## config.mk

```make
export PLATFORM = sky130hd
export DESIGN_NAME = i2c_reg_sequencer
export DESIGN_NICKNAME = d
export VERILOG_FILES = /design/src/rtl/i2c_reg_sequencer.sv
export SDC_FILE = /design/constraint.sdc
export NUM_CORES = 1
export LEC_CHECK = 0
export ABC_AREA = 1
export CAP_MARGIN = 20
export CORE_UTILIZATION = 40
export CTS_CLUSTER_SIZE = 16
export DETAILED_ROUTE_END_ITERATION = 8
export SYNTH_ARGS = -nofsm -noshare
export SYNTH_HDL_FRONTEND = slang
export SYNTH_SLANG_ARGS = --single-unit
export TNS_END_PERCENT = 30
```

## constraint.sdc

```tcl
create_clock -name sys_clk -period 2.8 [get_ports sys_clk]
set_input_delay 0.84 -clock sys_clk [delete_from_list [all_inputs] [get_ports sys_clk]]
set_output_delay 0.84 -clock sys_clk [all_outputs]
set_load 0.01 [all_outputs]
```

## src/rtl/i2c_reg_sequencer.sv

```systemverilog
// i2c_reg_sequencer: expands one register read/write request into the byte-level
// command sequence for an I2C_controller and reports read data plus completion status.
//
// state       | meaning
// ------------+------------------------------------------------------------
// S_IDLE      | ready for a request; fields latched on accept
// S_ISSUE     | present cmd/dat for the current step, one-cycle in_flag strobe
// S_WAIT_BUSY | wait for the controller to raise busy (timeout guarded)
// S_WAIT_DONE | wait for busy to fall, collect ack/read data (timeout guarded)
// S_NEXT      | advance step, or divert to STOP on NACK, or finish
// S_RESP      | one-cycle rsp_valid pulse
module i2c_reg_sequencer #(
  parameter int unsigned TIMEOUT_CYC = 4095
) (
  input  logic       sys_clk,
  input  logic       rst,
  input  logic       req_valid,
  output logic       req_ready,
  input  logic       req_rw,
  input  logic [6:0] req_dev,
  input  logic [7:0] req_reg,
  input  logic [7:0] req_wdata,
  output logic       rsp_valid,
  output logic [7:0] rsp_rdata,
  output logic [1:0] rsp_err,
  output logic       i2c_in_flag,
  output logic [3:0] i2c_in_cmd,
  output logic [7:0] i2c_in_dat,
  input  logic [7:0] i2c_out_dat,
  input  logic       i2c_out_flag,
  input  logic       i2c_busy
);

  localparam logic [3:0] CMD_START     = 4'd1;
  localparam logic [3:0] CMD_WRITE     = 4'd2;
  localparam logic [3:0] CMD_READ      = 4'd3;
  localparam logic [3:0] CMD_RECV_ACK  = 4'd4;
  localparam logic [3:0] CMD_STOP      = 4'd6;
  localparam logic [3:0] CMD_SEND_NACK = 4'd7;

  localparam logic [1:0] ERR_OK      = 2'b00;
  localparam logic [1:0] ERR_NACK    = 2'b01;
  localparam logic [1:0] ERR_TIMEOUT = 2'b10;

  localparam logic [11:0] TMO_LIMIT = 12'(TIMEOUT_CYC);

  typedef enum logic [2:0] {
    S_IDLE,
    S_ISSUE,
    S_WAIT_BUSY,
    S_WAIT_DONE,
    S_NEXT,
    S_RESP
  } state_t;

  state_t      state_q, state_d;
  logic [3:0]  step_q, step_d;
  logic [11:0] cnt_q, cnt_d;
  logic [1:0]  err_q, err_d;
  logic [7:0]  rdata_q, rdata_d;
  logic        ack_q, ack_d;
  logic        rw_q, rw_d;
  logic [6:0]  dev_q, dev_d;
  logic [7:0]  regaddr_q, regaddr_d;
  logic [7:0]  wdata_q, wdata_d;

  logic [3:0]  cur_cmd;
  logic [7:0]  cur_dat;
  logic [3:0]  last_step;
  logic        cmd_active;

  // STOP is the final step of both sequences, so a NACK jumps straight to it
  assign last_step = rw_q ? 4'd10 : 4'd7;

  // Command/byte table for the current step of the latched request
  always_comb begin
    cur_cmd = CMD_STOP;
    cur_dat = 8'h00;
    if (rw_q) begin
      case (step_q)
        4'd0:    cur_cmd = CMD_START;
        4'd1:    begin cur_cmd = CMD_WRITE; cur_dat = {dev_q, 1'b0}; end
        4'd2:    cur_cmd = CMD_RECV_ACK;
        4'd3:    begin cur_cmd = CMD_WRITE; cur_dat = regaddr_q; end
        4'd4:    cur_cmd = CMD_RECV_ACK;
        4'd5:    cur_cmd = CMD_START;
        4'd6:    begin cur_cmd = CMD_WRITE; cur_dat = {dev_q, 1'b1}; end
        4'd7:    cur_cmd = CMD_RECV_ACK;
        4'd8:    cur_cmd = CMD_READ;
        4'd9:    cur_cmd = CMD_SEND_NACK;
        default: cur_cmd = CMD_STOP;
      endcase
    end else begin
      case (step_q)
        4'd0:    cur_cmd = CMD_START;
        4'd1:    begin cur_cmd = CMD_WRITE; cur_dat = {dev_q, 1'b0}; end
        4'd2:    cur_cmd = CMD_RECV_ACK;
        4'd3:    begin cur_cmd = CMD_WRITE; cur_dat = regaddr_q; end
        4'd4:    cur_cmd = CMD_RECV_ACK;
        4'd5:    begin cur_cmd = CMD_WRITE; cur_dat = wdata_q; end
        4'd6:    cur_cmd = CMD_RECV_ACK;
        default: cur_cmd = CMD_STOP;
      endcase
    end
  end

  // State and datapath registers; reset abandons any bus activity in flight
  always_ff @(posedge sys_clk or posedge rst) begin
    if (rst) begin
      state_q   <= S_IDLE;
      step_q    <= 4'd0;
      cnt_q     <= 12'd0;
      err_q     <= ERR_OK;
      rdata_q   <= 8'h00;
      ack_q     <= 1'b0;
      rw_q      <= 1'b0;
      dev_q     <= 7'd0;
      regaddr_q <= 8'h00;
      wdata_q   <= 8'h00;
    end else begin
      state_q   <= state_d;
      step_q    <= step_d;
      cnt_q     <= cnt_d;
      err_q     <= err_d;
      rdata_q   <= rdata_d;
      ack_q     <= ack_d;
      rw_q      <= rw_d;
      dev_q     <= dev_d;
      regaddr_q <= regaddr_d;
      wdata_q   <= wdata_d;
    end
  end

  // Next-state logic: step sequencing, ack/read capture, timeout supervision
  always_comb begin
    state_d   = state_q;
    step_d    = step_q;
    cnt_d     = cnt_q;
    err_d     = err_q;
    rdata_d   = rdata_q;
    ack_d     = ack_q;
    rw_d      = rw_q;
    dev_d     = dev_q;
    regaddr_d = regaddr_q;
    wdata_d   = wdata_q;

    // Result strobe may arrive any time the command is outstanding, including the busy-fall cycle
    if ((state_q == S_WAIT_BUSY || state_q == S_WAIT_DONE) && i2c_out_flag) begin
      if (cur_cmd == CMD_RECV_ACK && !i2c_out_dat[0]) ack_d = 1'b1;
      if (cur_cmd == CMD_READ) rdata_d = i2c_out_dat;
    end

    case (state_q)
      S_IDLE: begin
        if (req_valid) begin
          rw_d      = req_rw;
          dev_d     = req_dev;
          regaddr_d = req_reg;
          wdata_d   = req_wdata;
          step_d    = 4'd0;
          err_d     = ERR_OK;
          rdata_d   = 8'h00;
          state_d   = S_ISSUE;
        end
      end
      S_ISSUE: begin
        cnt_d   = 12'd0;
        ack_d   = 1'b0;
        state_d = S_WAIT_BUSY;
      end
      S_WAIT_BUSY: begin
        if (i2c_busy) begin
          cnt_d   = 12'd0;
          state_d = S_WAIT_DONE;
        end else if (cnt_q >= TMO_LIMIT) begin
          err_d   = ERR_TIMEOUT;
          rdata_d = 8'h00;
          state_d = S_RESP;
        end else begin
          cnt_d = cnt_q + 12'd1;
        end
      end
      S_WAIT_DONE: begin
        if (!i2c_busy) begin
          state_d = S_NEXT;
        end else if (cnt_q >= TMO_LIMIT) begin
          err_d   = ERR_TIMEOUT;
          rdata_d = 8'h00;
          state_d = S_RESP;
        end else begin
          cnt_d = cnt_q + 12'd1;
        end
      end
      S_NEXT: begin
        if (cur_cmd == CMD_RECV_ACK && !ack_q) begin
          err_d   = ERR_NACK;
          rdata_d = 8'h00;
          step_d  = last_step;
          state_d = S_ISSUE;
        end else if (step_q == last_step) begin
          state_d = S_RESP;
        end else begin
          step_d  = step_q + 4'd1;
          state_d = S_ISSUE;
        end
      end
      S_RESP: begin
        state_d = S_IDLE;
      end
      default: begin
        state_d = S_IDLE;
      end
    endcase
  end

  // cmd/dat stay on the bus from the strobe until the controller finishes
  assign cmd_active  = (state_q == S_ISSUE) || (state_q == S_WAIT_BUSY) || (state_q == S_WAIT_DONE);
  assign i2c_in_flag = (state_q == S_ISSUE);
  assign i2c_in_cmd  = cmd_active ? cur_cmd : 4'd0;
  assign i2c_in_dat  = cmd_active ? cur_dat : 8'h00;

  assign req_ready = (state_q == S_IDLE);
  assign rsp_valid = (state_q == S_RESP);
  assign rsp_rdata = rdata_q;
  assign rsp_err   = err_q;

endmodule

```

==> flow_summary.json, run 1 <==
{
  "status": "finished with violations",
  "violations": "negative setup slack",
  "peakVddDrop_mv": 0.323,
  "grt_pass1_wl_um": 12800,
  "yosys.area_share.xor_xnor_pct": 1.09,
  "clk_pin_slew_ns": 0.09,
  "start_util_pct": 41.6,
  "h-tree-depth": 2,
  "combPwrFrac_pct": 48.7,
  "core_area_sq_um": 7770,
  "synth.net_count": 465,
  "swShare_pct": 40.1,
  "holdPathEnd": "rsp_err[1]$_DFFE_PP0P_",
  "rsz0062_at_grt": "true",
  "dpl_cell_area_sq_um": 4070,
  "muxShareOfSynthArea_pct": 1.74,
  "yosysSeqAreaShare_pct": 41.9,
  "fin_crit_ns": 2.84,
  "max_stage_delay_ns": 0.45,
  "worst_slew_pin_slew_ns": 0.599,
  "synth-compound-area-share_pct": 17.7,
  "regToRegStartpoint": "step_q[1]$_DFFE_PP0P_",
  "fill_cells": 727,
  "layout.nets": 549,
  "relSlewSlack_pct": 60.0,
  "finalCritPeriodShare_pct": 102,
  "dieArea_sq_um": 8430,
  "ys_seq_elements": 54,
  "holdCritStartpoint": "rsp_err[1]$_DFFE_PP0P_",
  "wl_per_cell_um": 12.2,
  "seqPwrFrac_pct": 35.0,
  "power.static_leakage_nw": 2.08,
  "ioPinCount": 62,
  "clock-root-buffer": "clkbuf_8",
  "cp_num_buf_inv": 3,
  "cts.sinks": 54,
  "clk_latency_ns": 0.30,
  "drv_cap": 0,
  "worst_setup_path_end_kind": "output port",
  "syn2layout_area_growth_pct": 33.2,
  "synth_most_common_cell": "inv_1",
  "synthArstFlopShare_pct": 100,
  "synth_ff_type": "dfrtp_1",
  "synth_top_family_by_area": "simple AND/OR/NAND/NOR gates",
  "firstDrtPassIters": 4,
  "routed_wirelength_um": 7440,
  "synth_edf_count": 0,
  "powerDensity_nw_per_um2": 764,
  "postSynthAreaPerCell_sq_um": 7.63,
  "setup_viol": 3,
  "worstSetupPathType": "reg2out",
  "cts_tree": "yes",
  "grt_overflow_total": 0,
  "grt_max_degree": 29,
  "cts_buffers": 5,
  "clkPwrFrac_pct": 16.3,
  "r2r_end": "rsp_rdata[6]$_DFF_PP0_",
  "required_ns": 1.96,
  "worst_slack_ns": -0.0444,
  "final_area_sq_um": 4300,
  "ys_warn_count": 0,
  "io_buffers": 60,
  "track_usage_pct": 18.7,
  "r2r_slack_ns": 0.55,
  "yosysTopAreaCell": "dfrtp_1",
  "min_path_cells": 2,
  "drive_gt1_share_pct": 22.1,
  "p_sw_mw": 1.32,
  "synth-simple-area-share_pct": 24.9,
  "first_iter_violations": 79,
  "instances_no_fill": 609,
  "clockBufferDepth": 2,
  "timing.setup.tns_ns": -0.0885,
  "rows": 32,
  "cts_hold_buf": 0,
  "hold_class": "reg2reg",
  "drc": 0,
  "worstPathArrival_ns": 2.00,
  "finalClockSkew_ns": 0.00263,
  "antenna_cells": 0,
  "vias": 2970,
  "dp_hpwl_um": 5470,
  "drtAntennaViolNets": 0,
  "final_max_slew_viol_count": 0,
  "internal-power_mw": 1.97,
  "antenna_found_initial": 0,
  "path_delay_family": "buffers and inverters",
  "netlist.area_leader.share_pct": 41.9,
  "synth_common_cells": "inv_1, nand2_1, dfrtp_1, nor2_1, a21oi_1",
  "ys_types": 39,
  "die_h_um": 91.8,
  "gp_routability_congestion": 0.843,
  "startpoint_type": "register",
  "die_w_um": 91.8,
  "first_global_vias": 2941,
  "slowest_stage": "dfrtp_2",
  "hold_viol": 0,
  "cp_cell_sequence": "inv_1 -> ha_2 -> nand3_2 -> inv_2 -> a21oi_1 -> or2_2 -> a21oi_2 -> clkdlybuf4s15_2",
  "r2r.worst_path.cells": 16,
  "synthTopCellsByArea": "dfrtp_1, inv_1, nand2_1, a21oi_1, nor2_1",
  "via_per_inst": 4.88,
  "dp_cells": 595,
  "dp_slack_ns": -0.0750,
  "fmax_mhz": 352,
  "netlist_area_sq_um": 3230,
  "syn_inst": 423,
  "crit_fanout": 4,
  "crit_start": "step_q[0]$_DFFE_PP0P_",
  "synthAdderAreaFrac_pct": 1.94
}
## cells in the final DEF, fill, tap and decap left out, types with 3 or more instances in the layout
master,synthesis,layout
mux2_2,5,5
clkdlybuf4s50_1,0,49
inv_1,67,64
clkbuf_2,0,5
nor3_1,7,7
inv_2,5,8
o21ai_0,24,22
dfrtp_1,54,51
o22ai_1,8,8
a31oi_1,3,3
nand3_1,20,18
nand4_1,4,4
a211oi_1,3,3
nor2_2,3,5
nand3_2,4,4
a21oi_1,45,44
dfrtp_2,0,3
o21ai_2,9,9
nand2_1,62,57
xor2_1,3,3
buf_4,2,27
nand2_2,10,14
nor2_1,52,50
clkbuf_8,0,6
## registers in the layout, summed over array words and instances (netlist names)
register   count
ack_q          1
cnt_q         12
rw_q           1
step_q         4
dev_q          7
wdata_q        8
regaddr_q      8
rsp_err        2
state_q        3
rsp_rdata      8
## cell families after synthesis
family / Yosys count
simple gates: 172
compound gates: 97
buf+inv: 85
flops: 54
fa+ha+maj: 5
mux: 5
xor+xnor: 4
other cells: 1
## area by class of cell
cell class | instances | area, sq um | area share [%]
clock inverter | 1 | 30.0 | 0.698
inverter | 73 | 274 | 6.37
tap | 102 | 128 | 2.97
clock buffer | 6 | 82.6 | 1.92
timing repair buffer | 89 | 803 | 18.7
sequential | 54 | 1360 | 31.5
multi-input combinational | 284 | 1630 | 37.8
## metrics by stage
stage	total power [mW]	utilization, %	hold slack [ns]
2_1_floorplan	2.16	-	0.478
3_5_place_dp	2.78	52.3	0.469
4_1_cts	3.31	54.3	0.494
6_report	3.28	55.3	0.490
3_3_place_gp	2.76	52.3	0.462
5_1_grt	3.56	55.3	0.520
## worst reg2reg max path: cells and delay by family (launching register included)
kind                       cells  cell delay, ns
and+or+nand+nor                7            0.82
buffers and inverters          6            0.58
DFF                            1            0.41
adders and majority gates      1            0.21
AOI/OAI and AO/OA              2            0.12
## per-layer routing
| metal | track usage [%] | vias up | wire length (um) | part of all wire [%] |
|---|---|---|---|---|
| met5 | 0 | - | 0 | 0 |
| met4 | 7.42 | 0 | 121 | 1.6 |
| met3 | 2.82 | 10 | 231 | 3.1 |
| met2 | 32.4 | 55 | 3630 | 49 |
| met1 | 23.3 | 1377 | 3450 | 46 |
| li1 | - | 1528 | - | - |
## timing repair
action | CTS | global route
buffers inserted | 2 | 5
setup endpoints to repair | 11 | 11
pin swaps | 0 | 6
gates resized for setup | 22 | 37
## how the worst max path moves through the flow
stage	end	slack, ns	cells past startpoint
finish	i2c_in_dat[6]	-0.04	8
global route	i2c_in_dat[6]	-0.16	8
CTS	i2c_in_dat[3]	-0.27	6
detailed placement	i2c_in_cmd[2]	-0.08	10
global placement	i2c_in_dat[1]	-0.02	7
floorplan	i2c_in_cmd[2]	0.45	9
## power groups by stage
| stage | logic, mW | registers [mW] | clock network, mW |
|---|---|---|---|
| 2_1_floorplan | 1.00 | 1.15 | 0 |
| 6_report | 1.60 | 1.15 | 0.535 |
| 3_3_place_gp | 1.60 | 1.16 | 0 |
| 4_1_cts | 1.60 | 1.15 | 0.558 |
| 5_1_grt | 1.80 | 1.17 | 0.584 |
| 3_5_place_dp | 1.62 | 1.16 | 0 |
Power figures use the tool's default switching activity.
==> inputs of run 2 (changes only) <==
--- a/config.mk
+++ b/config.mk
@@ -7,9 +7,11 @@
 export LEC_CHECK = 0
 export ABC_AREA = 1
 export CAP_MARGIN = 20
-export CORE_UTILIZATION = 40
+export CORE_UTILIZATION = 50
+export CTS_CLUSTER_DIAMETER = 50
 export CTS_CLUSTER_SIZE = 16
 export DETAILED_ROUTE_END_ITERATION = 8
+export PLACE_DENSITY_LB_ADDON = 0.08
 export SYNTH_ARGS = -nofsm -noshare
 export SYNTH_HDL_FRONTEND = slang
 export SYNTH_SLANG_ARGS = --single-unit
==> run 2 against run 1 <==
Against the previous run: the flow now finishes without violations; die area decreased by 20%; clock-buffer cell count unchanged; routed wire length increased by 2.6%; utilization increased by 15 points; register-to-register slack improved by 0.04 ns; flip-flop and latch count unchanged; critical path type unchanged.
==> flow_summary.json, run 2 (synthesized netlist as in run 1, its figures left out) <==
{
  "worstSetupPathType": "reg2out",
  "required_ns": 1.96,
  "worstPathArrival_ns": 1.88,
  "dp_hpwl_um": 5520,
  "fill_cells": 512,
  "h-tree-depth": 2,
  "dp_slack_ns": -0.0629,
  "first_global_vias": 2860,
  "first_iter_violations": 130,
  "die_h_um": 82.4,
  "grt_pass1_wl_um": 12300,
  "status": "complete, no violations",
  "swShare_pct": 40.3,
  "antenna_found_initial": 0,
  "grt_overflow_total": 0,
  "power.static_leakage_nw": 2.06,
  "final_util_pct": 69.9,
  "startpoint_type": "register",
  "track_usage_pct": 23.8,
  "clkPwrFrac_pct": 16.5,
  "drive_gt1_share_pct": 21.3,
  "setup_viol": 0,
  "seqPwrFrac_pct": 35.0,
  "wl_per_cell_um": 13.2,
  "dpl_cell_area_sq_um": 4020,
  "vias": 3051,
  "finalCritPeriodShare_pct": 97.2,
  "hold_viol": 0,
  "combPwrFrac_pct": 48.6,
  "final_area_sq_um": 4240,
  "core_area_sq_um": 6060,
  "largest_register": "cnt_q",
  "worst_slew_pin_slew_ns": 0.527,
  "final_cell_mix": "inv_1, nand2_1, nor2_1, dfrtp_1, clkdlybuf4s50_1",
  "clk_latency_ns": 0.31,
  "clockBufferDepth": 2,
  "internal-power_mw": 1.96,
  "worst_slack_ns": 0.0790,
  "p_sw_mw": 1.33,
  "final_max_slew_viol_count": 0,
  "routed_wirelength_um": 7630,
  "peakVddDrop_mv": 0.491,
  "crit_fanout": 7,
  "gp_routability_congestion": 0.863,
  "io_buffers": 60,
  "drc": 0,
  "firstDrtPassIters": 4,
  "cts_hold_buf": 0,
  "rows": 28,
  "largest_reg_flops": 12,
  "cts_buffers": 5,
  "hold_class": "reg2reg",
  "final_common_cell": "inv_1",
  "layout.nets": 544,
  "fmax_mhz": 368,
  "cts_tree": "yes",
  "syn2layout_area_growth_pct": 31.3,
  "via_per_inst": 5.29,
  "cts.sinks": 54,
  "relSlewSlack_pct": 64.8,
  "clock-root-buffer": "clkbuf_8",
  "grt_max_degree": 45,
  "start_util_pct": 53.3,
  "worst_setup_path_end_kind": "output port",
  "drv_cap": 0,
  "die_w_um": 82.4,
  "ioPinCount": 62,
  "rsz0062_at_grt": "true",
  "antenna_cells": 0,
  "powerDensity_nw_per_um2": 776,
  "finalClockSkew_ns": 0.00893,
  "fin_crit_ns": 2.72,
  "dieArea_sq_um": 6780,
  "drtAntennaViolNets": 0,
  "clk_pin_slew_ns": 0.10
}
==> run 2: power by group through the flow <==
| stage | clock network, mW | registers [mW] | logic [mW] |
|---|---|---|---|
| 2_1_floorplan | 0 | 1.15 | 1.00 |
| 3_3_place_gp | 0 | 1.15 | 1.57 |
| 3_5_place_dp | 0 | 1.16 | 1.62 |
| 4_1_cts | 0.553 | 1.15 | 1.59 |
| 5_1_grt | 0.580 | 1.17 | 1.78 |
| 6_report | 0.542 | 1.15 | 1.60 |
==> run 2: metal layers <==
layer	up-vias	track usage [%]	wire length (um)
met5	-	0	0
met4	0	9.30	124
met3	9	3.63	345
met2	85	43.6	3940
met1	1435	27.7	3220
li1	1522	-	-
==> run 2: timing repair <==
item | CTS | global route
setup endpoints to repair | 11 | 11
resized for setup | 31 | 30
setup buffers | 1 | 2
pin swaps | 2 | 4
==> run 2: critical path, cell delays in order (launching register included) <==
cell and delay, ns:
dfrtp_2 0.48, inv_2 0.12, ha_4 0.14, nand3_2 0.09
inv_2 0.10, buf_4 0.17, a21oi_1 0.07, a21oi_1 0.13
dlygate4sd2_1 0.28
==> run 2: path summary, 6_finish.rpt <==
path                                   startpoint                        to  slack, ns  cells after the start
max                         step_q[0]$_DFFE_PP0P_             i2c_in_dat[3]       0.08                      8
min                        rsp_err[1]$_DFFE_PP0P_    rsp_err[1]$_DFFE_PP0P_       0.49                      2
max reg2reg                 step_q[3]$_DFFE_PP0P_     step_q[1]$_DFFE_PP0P_       0.59                     16
min reg2reg                rsp_err[1]$_DFFE_PP0P_    rsp_err[1]$_DFFE_PP0P_       0.49                      2
max in group asynchronous                     rst     step_q[0]$_DFFE_PP0P_       1.50                      3
min in group asynchronous                     rst  regaddr_q[5]$_DFFE_PP0P_       0.77                      2
==> run 2: stage by stage <==
stage | power (mW) | TNS [ns] | std cells | hold WS (ns)
3_5_place_dp | 2.77 | -0.295 | 567 | 0.465
5_1_grt | 3.54 | -0.0212 | 577 | 0.503
3_3_place_gp | 2.72 | 0 | 567 | 0.457
2_1_floorplan | 2.16 | 0 | 423 | 0.478
6_report | 3.29 | 0 | 577 | 0.490
4_1_cts | 3.30 | -0.244 | 575 | 0.489
==> run 2: cell type report <==
| class | instances | area (sq um) | area share, % |
|---|---|---|---|
| Inverter | 73 | 274 | 6.47 |
| Sequential cell | 54 | 1360 | 32.0 |
| Multi-Input combinational cell | 284 | 1640 | 38.8 |
| Clock inverter | 1 | 30.0 | 0.709 |
| Tap cell | 75 | 93.8 | 2.21 |
| Timing Repair Buffer | 84 | 759 | 17.9 |
| Clock buffer | 6 | 82.6 | 1.95 |
==> inputs of run 3 (changes only) <==
--- a/config.mk
+++ b/config.mk
@@ -11,6 +11,7 @@
 export CTS_CLUSTER_DIAMETER = 50
 export CTS_CLUSTER_SIZE = 16
 export DETAILED_ROUTE_END_ITERATION = 8
+export GPL_TIMING_DRIVEN = 0
 export PLACE_DENSITY_LB_ADDON = 0.08
 export SYNTH_ARGS = -nofsm -noshare
 export SYNTH_HDL_FRONTEND = slang
==> run 3 against run 2 <==
Against the previous run: the flow now finishes with violations (negative setup slack); highest routed layer unchanged; clock-buffer cell count unchanged; largest cell class unchanged; worst hold slack improved by 0.0018 ns; fmax decreased by 4.3%; routed wire length decreased by 7.9%; utilization decreased by 2.6 points; via count decreased by 3.6%.
==> flow_summary.json, run 3 (synthesized netlist as in run 1, its figures left out) <==
{
  "worst_setup_path_end_kind": "output port",
  "core_area_sq_um": 6060,
  "cp_cell_sequence": "inv_2 -> ha_1 -> nand3_2 -> clkinv_4 -> a21oi_1 -> or2_2 -> a21oi_1 -> clkdlybuf4s15_2",
  "crit_fanout": 5,
  "drtAntennaViolNets": 0,
  "antenna_cells": 0,
  "h-tree-depth": 2,
  "r2r.worst_path.cells": 14,
  "cts_tree": "yes",
  "clock-root-buffer": "clkbuf_8",
  "crit_top_cell": "a21oi_1",
  "ioPinCount": 62,
  "routed_wirelength_um": 7030,
  "powerDensity_nw_per_um2": 755,
  "largest_register": "cnt_q",
  "rows": 28,
  "cts_hold_buf": 0,
  "die_h_um": 82.4,
  "antenna_found_initial": 0,
  "drive_gt1_share_pct": 16.4,
  "clockBufferDepth": 2,
  "dp_hpwl_um": 5260,
  "violations": "negative setup slack",
  "path_delay_family": "flip-flops",
  "max_stage_delay_ns": 0.47,
  "wl_per_cell_um": 12.3,
  "worstPathArrival_ns": 2.00,
  "layout.nets": 537,
  "track_usage_pct": 22.4,
  "vias": 2942,
  "hold_viol": 0,
  "power.static_leakage_nw": 1.97,
  "cp_num_buf_inv": 3,
  "dieArea_sq_um": 6780,
  "final_common_cell": "inv_1",
  "clk_latency_ns": 0.31,
  "relSlewSlack_pct": 64.9,
  "worst_slew_pin_slew_ns": 0.526,
  "worstSetupPathType": "reg2out",
  "largest_reg_flops": 12,
  "start_util_pct": 53.3,
  "firstDrtPassIters": 4,
  "final_cell_mix": "inv_1, nand2_1, dfrtp_1, nor2_1, clkdlybuf4s50_1",
  "drv_cap": 0,
  "crit_cells": 8,
  "fill_cells": 541,
  "first_global_vias": 2688,
  "dp_slack_ns": -0.249,
  "grt_pass1_wl_um": 11600,
  "fin_crit_ns": 2.84,
  "cts_buffers": 5,
  "drc": 0,
  "cts.sinks": 54,
  "finalCritPeriodShare_pct": 102,
  "clk_pin_slew_ns": 0.09,
  "min_path_cells": 2,
  "dp_cells": 559,
  "gp_routability_congestion": 0.886,
  "grt_overflow_total": 0,
  "finalClockSkew_ns": 0.00693,
  "grt_max_degree": 36,
  "instances_no_fill": 570,
  "hold_class": "reg2reg",
  "slowest_stage": "dfrtp_2",
  "peakVddDrop_mv": 0.399,
  "startpoint_type": "register",
  "syn2layout_area_growth_pct": 26.4,
  "final_max_slew_viol_count": 0,
  "worst_slack_ns": -0.0437,
  "rsz0062_at_grt": "true",
  "setup_viol": 1,
  "die_w_um": 82.4,
  "required_ns": 1.96,
  "fmax_mhz": 352,
  "io_buffers": 60,
  "status": "finished with violations",
  "via_per_inst": 5.16,
  "first_iter_violations": 141
}
==> run 3: cell types whose count changed in the layout (fill, tap and decap cells not counted), moves of 2 or more <==
cell | previous run | this run
buf_4 | 23 | 5
clkbuf_1 | 0 | 6
buf_6 | 0 | 4
nand2_1 | 56 | 60
nand2_2 | 16 | 12
clkbuf_2 | 4 | 7
buf_2 | 3 | 1
dfrtp_1 | 51 | 53
dfrtp_2 | 3 | 1
ha_1 | 1 | 3
ha_4 | 3 | 1
nand3_1 | 18 | 20
nand3_4 | 2 | 0
==> run 3: cell type report <==
cell class / instances / area, sq um / share of cell area, %
clock buffers: 6 / 72.6 / 1.78
multi-input cells: 284 / 1570 / 38.5
well taps: 75 / 93.8 / 2.30
inverters: 73 / 279 / 6.84
flip-flops and latches: 54 / 1350 / 33.1
plain buffers: 11 / 70.1 / 1.72
clock inverters: 1 / 7.51 / 0.184
repair buffers: 66 / 636 / 15.6
==> run 3: what timing repair did <==
item,CTS,global route
pin swaps,1,4
buffers inserted,3,2
resized for setup,28,18
setup endpoints to repair,11,11
==> run 3: layer usage <==
metal  track usage [%]  vias to the layer above  wire length, um
met3              3.63                        8              281
met2              38.8                       70             3480
met1              27.7                     1358             3170
met5                 0                        -                0
met4              8.77                        0               92
li1                  -                     1506                -
==> run 3: stage by stage <==
step	hold WS (ns)	area (sq um)	util, %	total power, mW	setup TNS [ns]
6_report	0.491	4080	67.3	3.08	-0.0437
2_1_floorplan	0.478	3230	-	2.16	0
4_1_cts	0.498	4070	67.2	3.11	-0.309
3_5_place_dp	0.474	3940	65.0	2.71	-1.90
3_3_place_gp	0.467	3920	64.7	2.66	-22.11
5_1_grt	0.515	4080	67.3	3.35	-0.462
==> run 3: worst min-delay path, stage by stage (launching register included) <==
cell and delay, ns:
dfrtp_1 0.36, nand2_1 0.06, nand2_1 0.05
==> run 3: path summary, 6_finish.rpt <==
path / to / slack [ns] / startpoint
setup / recovery: i2c_in_dat[6] / -0.04 / step_q[0]$_DFFE_PP0P_
hold / removal: rsp_err[1]$_DFFE_PP0P_ / 0.49 / rsp_err[1]$_DFFE_PP0P_
setup reg to reg: rsp_rdata[4]$_DFF_PP0_ / 0.73 / step_q[1]$_DFFE_PP0P_
hold reg to reg: rsp_err[1]$_DFFE_PP0P_ / 0.49 / rsp_err[1]$_DFFE_PP0P_
max in group asynchronous: step_q[0]$_DFFE_PP0P_ / 1.41 / rst
min in group asynchronous: cnt_q[2]$_DFFE_PP0P_ / 0.84 / rst
==> run 3: report_power, final <==
group	leakage (nW)	internal [mW]	switching, mW	total (mW)
combinational	1.26	0.599	0.911	1.51
sequential	0.674	1.02	0.126	1.15
clock	0.0373	0.172	0.250	0.422
total	1.97	1.79	1.29	3.08
